### config.mk
export PLATFORM = sky130hd
export DESIGN_NAME = tx_stuff_seq
export DESIGN_NICKNAME = d
export VERILOG_FILES = /design/src/rtl/can_tx_pkg.sv /design/src/rtl/stuff_run_cnt.sv /design/src/rtl/tx_stuff_seq.sv
export SDC_FILE = /design/constraint.sdc
export NUM_CORES = 1
export LEC_CHECK = 0
export CAP_MARGIN = 15
export CELL_PAD_IN_SITES_DETAIL_PLACEMENT = 1
export CELL_PAD_IN_SITES_GLOBAL_PLACEMENT = 2
export CORE_ASPECT_RATIO = 1.75
export CORE_UTILIZATION = 33
export CTS_CLUSTER_SIZE = 10
export DETAILED_ROUTE_END_ITERATION = 8
export GPL_ROUTABILITY_DRIVEN = 0
export PLACE_DENSITY_LB_ADDON = 0.1
export SYNTH_ARGS = -nofsm -noshare
export SYNTH_HDL_FRONTEND = slang
export SYNTH_SLANG_ARGS = --single-unit
export TNS_END_PERCENT = 5
### constraint.sdc
create_clock -name clock -period 2.8 [get_ports clock]
set_input_delay 0.56 -clock clock [delete_from_list [all_inputs] [get_ports clock]]
set_output_delay 0.56 -clock clock [all_outputs]
set_load 0.02 [all_outputs]
### src/rtl/can_tx_pkg.sv
// can_tx_pkg: constants shared by the CAN transmit path (CRC generator, frame
// controller, stuff sequencer).
//   STUFF_LIMIT : equal consecutive bits that force a stuff bit
//   CRC_LEN     : CRC bits sent in the CRC phase
//   bit_kind_e  : what the sequencer does on a given clock
package can_tx_pkg;

    localparam int unsigned STUFF_LIMIT = 5;
    localparam int unsigned CRC_LEN     = 15;

    typedef enum logic [1:0] {
        BitIdle,   // no tx_point this clock
        BitRaw,    // tx_point with stuffing off: pass msg_bit through
        BitData,   // tx_point, stuffing on, source bit sent
        BitStuff   // tx_point, stuffing on, complementary stuff bit sent
    } bit_kind_e;

endpackage

### src/rtl/stuff_run_cnt.sv
// stuff_run_cnt: run-length counter for bit stuffing.
// Counts equal consecutive bits on the wire (stuff bits included) and flags
// when the limit is reached.
//   clock, reset  : clock, synchronous active-low reset
//   clear_i       : clear count (stuffing inactive)
//   stuff_i       : a stuff bit is being sent; it starts a new run of 1
//   data_i        : a data bit bit_i is being sent
//   bit_i         : data bit value
//   last_bit_i    : previous bit on the wire
//   at_limit_o    : current run has reached STUFF_LIMIT (next point stuffs)
//   hits_limit_o  : sending bit_i as data would bring the run to STUFF_LIMIT
module stuff_run_cnt #(
    parameter int unsigned STUFF_LIMIT = can_tx_pkg::STUFF_LIMIT,
    parameter int unsigned CNT_W       = $clog2(STUFF_LIMIT + 1)
) (
    input  logic clock,
    input  logic reset,
    input  logic clear_i,
    input  logic stuff_i,
    input  logic data_i,
    input  logic bit_i,
    input  logic last_bit_i,
    output logic at_limit_o,
    output logic hits_limit_o
);

    localparam logic [CNT_W-1:0] Limit = CNT_W'(STUFF_LIMIT);
    localparam logic [CNT_W-1:0] One   = CNT_W'(1);

    logic [CNT_W-1:0] run_cnt_q, run_cnt_d;
    logic [CNT_W-1:0] run_inc;

    // A count of 0 means no run yet, so the first bit starts at 1 regardless
    // of last_bit.
    assign run_inc      = (bit_i == last_bit_i && run_cnt_q != '0) ? run_cnt_q + One : One;
    assign at_limit_o   = (run_cnt_q == Limit);
    assign hits_limit_o = (run_inc == Limit);

    always_comb begin
        run_cnt_d = run_cnt_q;
        if (clear_i) begin
            run_cnt_d = '0;
        end else if (stuff_i) begin
            run_cnt_d = One;
        end else if (data_i) begin
            run_cnt_d = run_inc;
        end
    end

    always_ff @(posedge clock) begin
        if (!reset) begin
            run_cnt_q <= '0;
        end else begin
            run_cnt_q <= run_cnt_d;
        end
    end

endmodule

### src/rtl/tx_stuff_seq.sv
// tx_stuff_seq: transmit bit-stuffing and CRC-phase sequencer.
// Selects message or CRC bits onto the bus, inserts a complementary stuff bit
// after STUFF_LIMIT equal bits, pulses shift_req to advance the upstream
// source and pulses crc_done once the CRC (and any trailing stuff bit) is out.
//   clock, reset : clock, synchronous active-low reset
//   tx_point     : one-clock strobe per bit time
//   stuff_en     : stuffing active (SOF .. last CRC bit / trailing stuff)
//   crc_phase    : 1 selects crc_bit, 0 selects msg_bit
//   msg_bit      : message serial bit
//   crc_bit      : CRC serial bit
//   tx_bit       : bus bit, 1 = recessive (registered)
//   stuff_bit    : high while a stuff bit is on tx_bit (registered)
//   shift_req    : one-clock pulse, upstream advances one bit
//   crc_done     : one-clock pulse, CRC sequence complete
module tx_stuff_seq #(
    parameter int unsigned STUFF_LIMIT = can_tx_pkg::STUFF_LIMIT,
    parameter int unsigned CRC_LEN     = can_tx_pkg::CRC_LEN
) (
    input  logic clock,
    input  logic reset,
    input  logic tx_point,
    input  logic stuff_en,
    input  logic crc_phase,
    input  logic msg_bit,
    input  logic crc_bit,
    output logic tx_bit,
    output logic stuff_bit,
    output logic shift_req,
    output logic crc_done
);

    import can_tx_pkg::bit_kind_e;
    import can_tx_pkg::BitIdle;
    import can_tx_pkg::BitRaw;
    import can_tx_pkg::BitData;
    import can_tx_pkg::BitStuff;

    localparam int unsigned RunW = $clog2(STUFF_LIMIT + 1);
    localparam int unsigned CrcW = $clog2(CRC_LEN + 1);
    localparam logic [CrcW-1:0] CrcMax  = CrcW'(CRC_LEN);
    localparam logic [CrcW-1:0] CrcLast = CrcW'(CRC_LEN - 1);
    localparam logic [CrcW-1:0] CrcOne  = CrcW'(1);

    logic            tx_bit_q,    tx_bit_d;
    logic            stuff_bit_q, stuff_bit_d;
    logic            shift_req_q, shift_req_d;
    logic            crc_done_q,  crc_done_d;
    logic            last_bit_q,  last_bit_d;
    logic [CrcW-1:0] crc_cnt_q,   crc_cnt_d;
    logic            done_pend_q, done_pend_d;

    logic      src_bit;
    logic      at_limit;
    logic      hits_limit;
    bit_kind_e kind;

    assign src_bit = crc_phase ? crc_bit : msg_bit;

    always_comb begin
        kind = BitIdle;
        if (tx_point) begin
            if (!stuff_en) begin
                kind = BitRaw;
            end else if (at_limit) begin
                kind = BitStuff;
            end else begin
                kind = BitData;
            end
        end
    end

    stuff_run_cnt #(
        .STUFF_LIMIT (STUFF_LIMIT),
        .CNT_W       (RunW)
    ) u_run_cnt (
        .clock        (clock),
        .reset        (reset),
        .clear_i      (!stuff_en),
        .stuff_i      (kind == BitStuff),
        .data_i       (kind == BitData),
        .bit_i        (src_bit),
        .last_bit_i   (last_bit_q),
        .at_limit_o   (at_limit),
        .hits_limit_o (hits_limit)
    );

    always_comb begin
        tx_bit_d    = tx_bit_q;
        stuff_bit_d = stuff_bit_q;
        last_bit_d  = last_bit_q;
        crc_cnt_d   = crc_cnt_q;
        done_pend_d = done_pend_q;
        shift_req_d = 1'b0;
        crc_done_d  = 1'b0;

        unique case (kind)
            BitIdle: ;
            BitRaw: begin
                tx_bit_d    = msg_bit;
                stuff_bit_d = 1'b0;
                shift_req_d = 1'b1;
            end
            BitStuff: begin
                tx_bit_d    = ~last_bit_q;
                last_bit_d  = ~last_bit_q;
                stuff_bit_d = 1'b1;
                // Trailing stuff bit after the last CRC bit completes the CRC.
                if (done_pend_q) begin
                    crc_done_d  = 1'b1;
                    done_pend_d = 1'b0;
                end
            end
            BitData: begin
                tx_bit_d    = src_bit;
                last_bit_d  = src_bit;
                stuff_bit_d = 1'b0;
                shift_req_d = 1'b1;
                // Saturating count; only the crossing into CRC_LEN signals done.
                if (crc_phase && crc_cnt_q != CrcMax) begin
                    crc_cnt_d = crc_cnt_q + CrcOne;
                    if (crc_cnt_q == CrcLast) begin
                        if (hits_limit) begin
                            done_pend_d = 1'b1;
                        end else begin
                            crc_done_d = 1'b1;
                        end
                    end
                end
            end
            default: ;
        endcase

        // These clears hold on every clock, not just on tx_point.
        if (!stuff_en) begin
            crc_cnt_d   = '0;
            done_pend_d = 1'b0;
        end
        if (!crc_phase) begin
            crc_cnt_d = '0;
        end
    end

    always_ff @(posedge clock) begin
        if (!reset) begin
            tx_bit_q    <= 1'b1;
            stuff_bit_q <= 1'b0;
            shift_req_q <= 1'b0;
            crc_done_q  <= 1'b0;
            last_bit_q  <= 1'b1;
            crc_cnt_q   <= '0;
            done_pend_q <= 1'b0;
        end else begin
            tx_bit_q    <= tx_bit_d;
            stuff_bit_q <= stuff_bit_d;
            shift_req_q <= shift_req_d;
            crc_done_q  <= crc_done_d;
            last_bit_q  <= last_bit_d;
            crc_cnt_q   <= crc_cnt_d;
            done_pend_q <= done_pend_d;
        end
    end

    assign tx_bit    = tx_bit_q;
    assign stuff_bit = stuff_bit_q;
    assign shift_req = shift_req_q;
    assign crc_done  = crc_done_q;

endmodule

Yosys cells after proc, flatten, opt, wreduce, memory -nomap -nowiden
Index checks and enable logic that the tools add are counted.
{"block": "op_classes", "eq_ne": 11, "n_addsub": 2, "mux": 20, "n_reduce_logical": 12, "bitwise_logic": 3}
{"op": "$mux 1", "count": 12}
{"op": "$pmux 1 s2", "count": 4}
{"op": "$eq 3x3->1 const B", "count": 2}
{"op": "$ne 2x2->1 const B", "count": 3}
{"op": "$reduce_bool 3->1", "count": 2}
{"op": "$add 4x1->4 const B", "count": 1}
{"op": "$eq 2x2->1 const B", "count": 2}
{"op": "$eq 4x4->1 const B", "count": 1}
{"op": "$mux 2", "count": 2}
{"op": "$ne 4x4->1 const B", "count": 1}
{"op": "$reduce_and 2->1", "count": 2}
{"op": "$reduce_and 4->1", "count": 1}
{"op": "$reduce_bool 2->1", "count": 2}
{"op": "$add 3x1->3 const B", "count": 1}
{"op": "$mux 3", "count": 1}
{"op": "$not 1->1", "count": 3}
{"op": "$pmux 1 s3", "count": 1}
{"op": "$reduce_and 3->1", "count": 1}
{"op": "$reduce_or 3->1", "count": 1}
{"op": "$eq 2x1->1 const B", "count": 1}
{"op": "$logic_and 1x1->1", "count": 2}
{"op": "$reduce_or 2->1", "count": 1}
{"op": "$eq 1x1->1", "count": 1}
{"block": "totals", "register_bits": 13, "output_inout_bits": 4, "inputBits": 7}

Logic depth before layout (Yosys ltp)
{"block": "logic_depth", "depth_word": 9, "ltp_mapped": 11}

By module
Synthesis repeated with hierarchy kept, for this count alone.
{"block": "unflattened", "hier_cells": 90, "hier_area_um2": 768.2}
{"module": "tx_stuff_seq", "cells_each": 61, "n_inst": 1, "area_per_inst_um2": 530.5, "seq_area_each_um2": 200.2}
{"module": "stuff_run_cnt", "cells_each": 29, "n_inst": 1, "area_per_inst_um2": 237.7, "seq_area_each_um2": 60.1}

Worst setup path after synthesis
No wires, ideal clock.
{"block": "synth_path", "path_kind": "input to register", "start": "input port tx_point", "end": "register done_pend_q", "slack_ns": 1.017, "t_required_ns": 2.730, "setup_time_ns": 0.070, "stages": 8, "arrival_ns": 1.713, "path_buffers": 1, "path_cell_list": "nand2_1 inv_1 ha_1 clkbuf_1 nand4b_1 nor2_1 nand4_1 a21oi_1"}
{"block": "synth_between", "elab_chain_cells": 4, "word_cells_on_any_way": 9}
{"element": "from (decl)", "line_no": "tx_stuff_seq.sv:21", "rtl": "input logic tx_point,"}
{"element": "$mux 2 *", "line_no": "tx_stuff_seq.sv:61", "rtl": "if (tx_point) begin"}
{"element": "$eq 2x2->1 *"}
{"element": "named net u_run_cnt.data_i", "line_no": "stuff_run_cnt.sv:20", "rtl": "input logic data_i,"}
{"element": "$ne 2x2->1 (no line) or $reduce_bool 2->1 (tied branches)"}
{"element": "$reduce_and 4->1 (no line)"}
{"element": "to (signal assigned)", "line_no": "tx_stuff_seq.sv:159", "rtl": "done_pend_q <= done_pend_d;"}
{"element": "to (decl)", "line_no": "tx_stuff_seq.sv:50", "rtl": "logic done_pend_q, done_pend_d;"}
The timed path passes the listed nets; every way through them passes the cells marked *.
A chain may end at the register's enable or synchronous reset.

Worst setup path after layout
{"block": "layout_path", "start": "input port stuff_en", "end": "register tx_bit_q, in the netlist tx_bit"}
{"block": "layout_between", "elab_chain_cells": 4, "word_cells_on_any_way": 7}
{"element": "from (decl)", "line_no": "tx_stuff_seq.sv:22", "rtl": "input logic stuff_en,"}
{"element": "$mux 2 *", "line_no": "tx_stuff_seq.sv:62", "rtl": "if (!stuff_en) begin"}
{"element": "$mux 2 *", "line_no": "tx_stuff_seq.sv:61"}
{"element": "$eq 2x2->1 or $eq 2x1->1 (tied branches)", "line_no": "tx_stuff_seq.sv:96", "rtl": "unique case (kind)"}
{"element": "$pmux 1 s3 or $reduce_bool 3->1 (tied branches)"}
{"element": "to (signal assigned)", "line_no": "tx_stuff_seq.sv:153", "rtl": "tx_bit_q <= tx_bit_d;"}
{"element": "to (decl)", "line_no": "tx_stuff_seq.sv:44", "rtl": "logic tx_bit_q, tx_bit_d;"}
Mark *: on every way between the ends. The rest lies on a longest branch, timed or not.

==> results.toml <==
[sta]
relSlewSlack_pct = 78.8
tns_ns = 0
fin_crit_sh_pct = 76.6
drv_slew = 0
hold_ws_ns = 0.500
fin_worst_skew_ns = 0.00186
final-setup-viol-count = 0
rsz0062_at_grt = "false"
fin_crit_ns = 2.15
worstMarginPinSlew_ns = 0.317
timing.final.hold_violations = 0
max_freq_mhz = 466

[pwr]
pwr-share-seq_pct = 51.8
power_switching_w = 0.000102
power.leakage_nw = 0.361
swShare_pct = 27.0
vdd_drop_max_mv = 0.173
p_clk_share_pct = 31.2
p_int_w = 0.000275
p_comb_share_pct = 17.0
power.density_mw_per_mm2 = 413

[hold_path]
hold_path_depth = 2
hold_class = "flip-flop to flip-flop"
hold_path.startpoint = "tx_bit$_SDFFE_PN1P_"
hold_path_end = "tx_bit$_SDFFE_PN1P_"

[global_route]
gr-total-overflow = 0
grt_pass1_vias = 692
grt_max_degree = 9
grt_pass1_wl_um = 3000
antenna_found_initial = 0
grt_usage_pct = 17.0

[floorplan]
io_pins = 11
num_rows = 22
start_util_pct = 35.4
die-area_mm2 = 0.00248
die_x_um = 38.1
dieHeight_um = 65.1
coreArea_mm2 = 0.00212

[cells_and_area]
syn_to_final_growth_pct = 21.3
diodes = 0
fin_nets = 116
fin_cells = 124
drive_above_1_share_pct = 10.0

[critical_path]
worstRegToRegCells = 10
crit_required_ns = 2.97
r2r_slack_ns = 0.94
reg2reg_from = "u_run_cnt.run_cnt_q[0]$_SDFFE_PN0P_"
crit_type = "input port to flip-flop"
worst_setup_path_start_kind = "input port"
cp_max_fo = 6
crit_arrival_ns = 2.32
r2r_end = "tx_bit$_SDFFE_PN1P_"
end_kind = "flip-flop"

[routing]
vias = 667
drtIter0Drc = 3
via_per_inst = 5.38
wire_per_inst_um = 14.7
totalWireLength_um = 1820
firstDrtPassIters = 4
antenna_left = 0
drc_errors = 0

[status]
status = "completed"

[synth]
ys_seq_area_share_pct = 34.7
synth_warnings = 0
syn_avg_cell_area_um2 = 8.73
synth-seq-cells = 13
syn_inst = 86
synth_nets = 101
synth_cell_types = 30
syn_area_um2 = 751

[clock_tree]
cts_sinks = 13
clkTransAtPathRegs_ns = 0.08
cts_tree = "built"
max-clock-path-buffers = 2
cts_setup_buffers = 0
hold_buffers = 0
clk-insertion-delay-late_ns = 0.27
cts_made_buffers = 3
h-tree-depth = 1
clockRootBuffer = "clkbuf_4"
cts_resized = 0

[placed_design]
hpwl_um = 1470
port_buffers = 10
placedCellCount = 120

[run]
maxCapViolations = 0
[through the flow]
step / total power, W / setup slack [ns] / cell area (um^2) / utilization, %
after detailed placement: 0.000264 / 0.328 / 885 / 41.7
after floorplan: 0.000234 / 1.02 / 751 / -
final: 0.000376 / 0.654 / 911 / 43.0
after global placement: 0.000264 / 0.368 / 885 / 41.7
after CTS: 0.000383 / 0.650 / 911 / 43.0
after global routing: 0.000397 / 0.368 / 911 / 43.0
[worst max-delay path by stage]
stage               slack [ns]  cells after the start                                  end      from
global placement          0.37                      8  u_run_cnt.run_cnt_q[1]$_SDFFE_PP0N_  stuff_en
detailed placement        0.33                      8                  tx_bit$_SDFFE_PN1P_  stuff_en
finish                    0.65                      8                  tx_bit$_SDFFE_PN1P_  stuff_en
floorplan                 1.02                      8             done_pend_q$_SDFFE_PN0P_  tx_point
global route              0.37                      8                  tx_bit$_SDFFE_PN1P_  stuff_en
CTS                       0.65                      8                  tx_bit$_SDFFE_PN1P_  stuff_en
[cell families (layout without fill, tap and decap cells)]
logic type / after synthesis / after routing / synth area share [%]
flops: 13 / 13 / 34.7
fa+ha+maj: 8 / 8 / 13.3
simple gates: 38 / 38 / 25.0
buf+inv: 8 / 22 / 4.00
xor+xnor: 5 / 5 / 6.83
mux: 3 / 3 / 4.67
compound gates: 11 / 11 / 11.5
[placed cells by master (no fill, tap or decap), types with 3 or more instances in the layout]
master           synthesis  layout
dfxtp_1                 13      13
nor2_1                  10      10
clkdlybuf4s50_1          0      10
nand2_1                  9       9
ha_1                     8       8
inv_1                    7       7
nand4_1                  5       5
nand3_1                  4       4
nor2b_1                  3       3
clkbuf_4                 0       3
[per-layer routing]
| layer | vias up | global-route usage (%) | wire length, um |
|---|---|---|---|
| met1 | 328 | 16.5 | 708 |
| met3 | 2 | 2.03 | 32 |
| met4 | 0 | 8.04 | 24 |
| met5 | - | 0 | 0 |
| li1 | 331 | - | - |
| met2 | 6 | 32.4 | 1050 |
[synthesized netlist by cell type]
| library cell | count | area share (%) |
|---|---|---|
| a311oi_2 | 1 | 2.0 |
| xnor2_1 | 2 | 2.3 |
| and3_2 | 1 | 1.0 |
| nand3b_1 | 1 | 1.0 |
| mux2_2 | 1 | 1.5 |
| ha_1 | 8 | 13 |
| o211ai_1 | 1 | 1.0 |
| nor3_1 | 2 | 1.3 |
| xor2_2 | 1 | 2.2 |
| nand4b_1 | 1 | 1.2 |
| o21ai_0 | 2 | 1.3 |
| a41o_2 | 1 | 1.5 |
| a21oi_1 | 2 | 1.3 |
| nand4_1 | 5 | 4.2 |
| and3_1 | 1 | 0.83 |
| mux2i_1 | 1 | 1.3 |
| nand2b_1 | 1 | 0.83 |
| nand3_1 | 4 | 2.7 |
| nand2_1 | 9 | 4.5 |
| nor2_1 | 10 | 5.0 |
| mux2i_2 | 1 | 1.8 |
| clkbuf_1 | 1 | 0.50 |
| dfxtp_1 | 13 | 35 |
| nor2b_1 | 3 | 2.5 |
| xor2_1 | 2 | 2.3 |
| inv_1 | 7 | 3.5 |
| a311oi_1 | 1 | 1.2 |
| o311ai_0 | 1 | 1.2 |
| a41oi_1 | 1 | 1.2 |
| o22ai_1 | 1 | 0.83 |
[flip-flops by register name (all words and copies together), names as in the netlist]
name,flops
done_pend_q,1
shift_req,1
stuff_bit,1
last_bit_q,1
crc_cnt_q,4
tx_bit,1
crc_done,1
u_run_cnt.run_cnt_q,3
[power groups by stage]
| stage | Sequential (W) | Clock, W | Combinational, W |
|---|---|---|---|
| final | 0.000195 | 0.000117 | 0.0000639 |
| after global routing | 0.000196 | 0.000131 | 0.0000702 |
| after CTS | 0.000195 | 0.000123 | 0.0000648 |
| after detailed placement | 0.000200 | 0 | 0.0000645 |
| after global placement | 0.000200 | 0 | 0.0000643 |
| after floorplan | 0.000203 | 0 | 0.0000306 |
[critical path: stages]
cell and delay (ns):
clkdlybuf4s50_1 0.55, nand2_1 0.17, inv_1 0.18, ha_1 0.29, inv_1 0.08, o22ai_1 0.16, nor2_1 0.06, o311ai_0 0.28
[final cells by class]
class / count / area, um^2
fill: 268 / 1210
tap: 24 / 30.0
sequential: 13 / 260
timing repair buffer: 11 / 108
multi-input combinational: 65 / 460
clock buffer: 4 / 26.3
inverter: 7 / 26.3
Note: power is estimated with default switching activity, not from simulation.
==> RTL edit (same flow settings) <==
The package constant `CRC_LEN` goes from 15 to 30.
--- a/src/rtl/can_tx_pkg.sv
+++ b/src/rtl/can_tx_pkg.sv
@@ -6,7 +6,7 @@
 package can_tx_pkg;
 
     localparam int unsigned STUFF_LIMIT = 5;
-    localparam int unsigned CRC_LEN     = 15;
+    localparam int unsigned CRC_LEN     = 30;
 
     typedef enum logic [1:0] {
         BitIdle,   // no tx_point this clock
Formal check against the unedited RTL: no difference found for any inputs over 10 cycles, from zero or initial values and one cycle with reset low; that may be too few to reach the edited logic, so the function may still have changed.
==> RTL edit against the unedited design <==
Maximum frequency is essentially flat; via count grew 3.9%; sequential cell count rose by 1; area after synthesis rose by 11%; cell count increased by 6.5%; cell area up 10%; wire length increased by 5.4%; power increased by 17%; worst setup slack got worse by 0.0018 ns; critical path type unchanged; largest cell class unchanged; highest routed layer unchanged.
==> RTL edit: results (changes against the unedited design) <==
Max Clock Skew: 0.000791 ns (-0.00107 ns)
Mux cell area share after synthesis: 5.28% (+0.61 points)
Crit path from: stuff_en
Global-route wire length before repair: 3140 um (+4.6%)
Syn Nets: 110 (+8.9%)
Ratio of cells with drive above 1 in the final layout: 7.48% (-2.5 points)
Slew margin rel.: 77.7% (-1.1 points)
Resized cells post-CTS: 0 (unchanged)
Met2 WL: 1080 um (+2.3%)
Worst slack, placed: 0.416 ns (+0.0876 ns)
Synth Area in XOR/XNOR: 7.39% (+0.56 points)
Drt total wl: 1920 um (+5.4%)
Peak VDD IR: 0.195 mV (+12%)
Drt wl/cell: 14.5 um (-0.95%)
Part of the cycle the worst path needs: 76.7% (about the same)
Met3 WL: 22 um (-31%)
Root buf cell: clkbuf_8
Outcome: finished clean
Yosys cell types: 30 (unchanged)
Total vias in the final route: 693 (+3.9%)
Final HPWL DP: 1560 um (+5.8%)
Register-to-Register Setup Slack: 0.91 ns (-0.03 ns)
Gate Count Post-Synth: 94 (+9.3%)
Post-Synth Adder-Cell Area: 13.6% (+0.24 points)
Sequential fraction of the synthesis area: 33.8% (-0.88 points)
Crit path capture: u_run_cnt.run_cnt_q[2]
Largest cells by area after synthesis: dfxtp_1 34%, ha_1 14%, nand2_1 5.0%, xor2_1 4.2%, nor2_1 4.1%
Commonest cells in the netlist: 14 x dfxtp_1, 11 x nand2_1, 9 x ha_1, 9 x nor2_1, 8 x inv_1
Worst hold slack: 0.471 ns (-0.0288 ns)
Met1 usage: 17.8% (+1.3 points)
DR top layer: met4
Synth Area in Compound Gates: 9.95% (-1.5 points)
Vias in the first global route: 704 (+1.7%)
Worst min-delay path startpoint: done_pend_q
GR Util met2: 29.6% (-2.8 points)
Drt pass-1 iters: 2 (-2)
Placed Instance Area: 961 um2 (+8.6%)
Top flop regs: crc_cnt_q x5, u_run_cnt.run_cnt_q x3
Worst Hold End: crc_done
Initial DRC count: 11 (+8)
Dpl cells: 129 (+7.5%)
Met3 Use GR: 2.92% (+0.90 points)
M1 wire length: 761 um (+7.5%)
Clk_lat worst skew: 0.24 ns (-0.03 ns)
GR Util All Layers: 17.1% (+0.088 points)
Maximum number of pins on one net before global-route repair: 8 (-1)
CTS clk-pin slew, worst paths: 0.05 ns (-0.03 ns)
Largest stage delay, worst path: 0.51 ns (-0.04 ns)
Static leakage: 0.373 nW (+3.2%)
Max Fanout on Critical Path: 6 (unchanged)
RTL edit: power by group:
group,total (W),switching [W],internal (W)
clock network,0.000164,0.0000690,0.0000952
registers,0.000210,0.00000438,0.000205
logic,0.0000662,0.0000348,0.0000314
RTL edit: critical path, delay by kind of cell:
kind | cells | cell delay (ns)
AO/OA/AOI/OAI | 1 | 0.21
adder cells (fa/ha/maj) | 1 | 0.29
buffers and inverters | 1 | 0.51
AND/OR/NAND/NOR | 3 | 0.74
RTL edit: cells by family (layout without fill, tap and decap cells):
family	Yosys count	in the layout
mux	3	3
compound gates	11	11
buf+inv	10	23
xor+xnor	7	7
simple gates	40	40
flops	14	14
fa+ha+maj	9	9
RTL edit: cell type report:
cell class / count / area (um2)
clock buffer: 3 / 41.3
fill: 285 / 1330
inverter: 8 / 30.0
multi-input combinational: 70 / 504
sequential: 14 / 280
tap: 25 / 31.3
timing repair buffer: 12 / 115
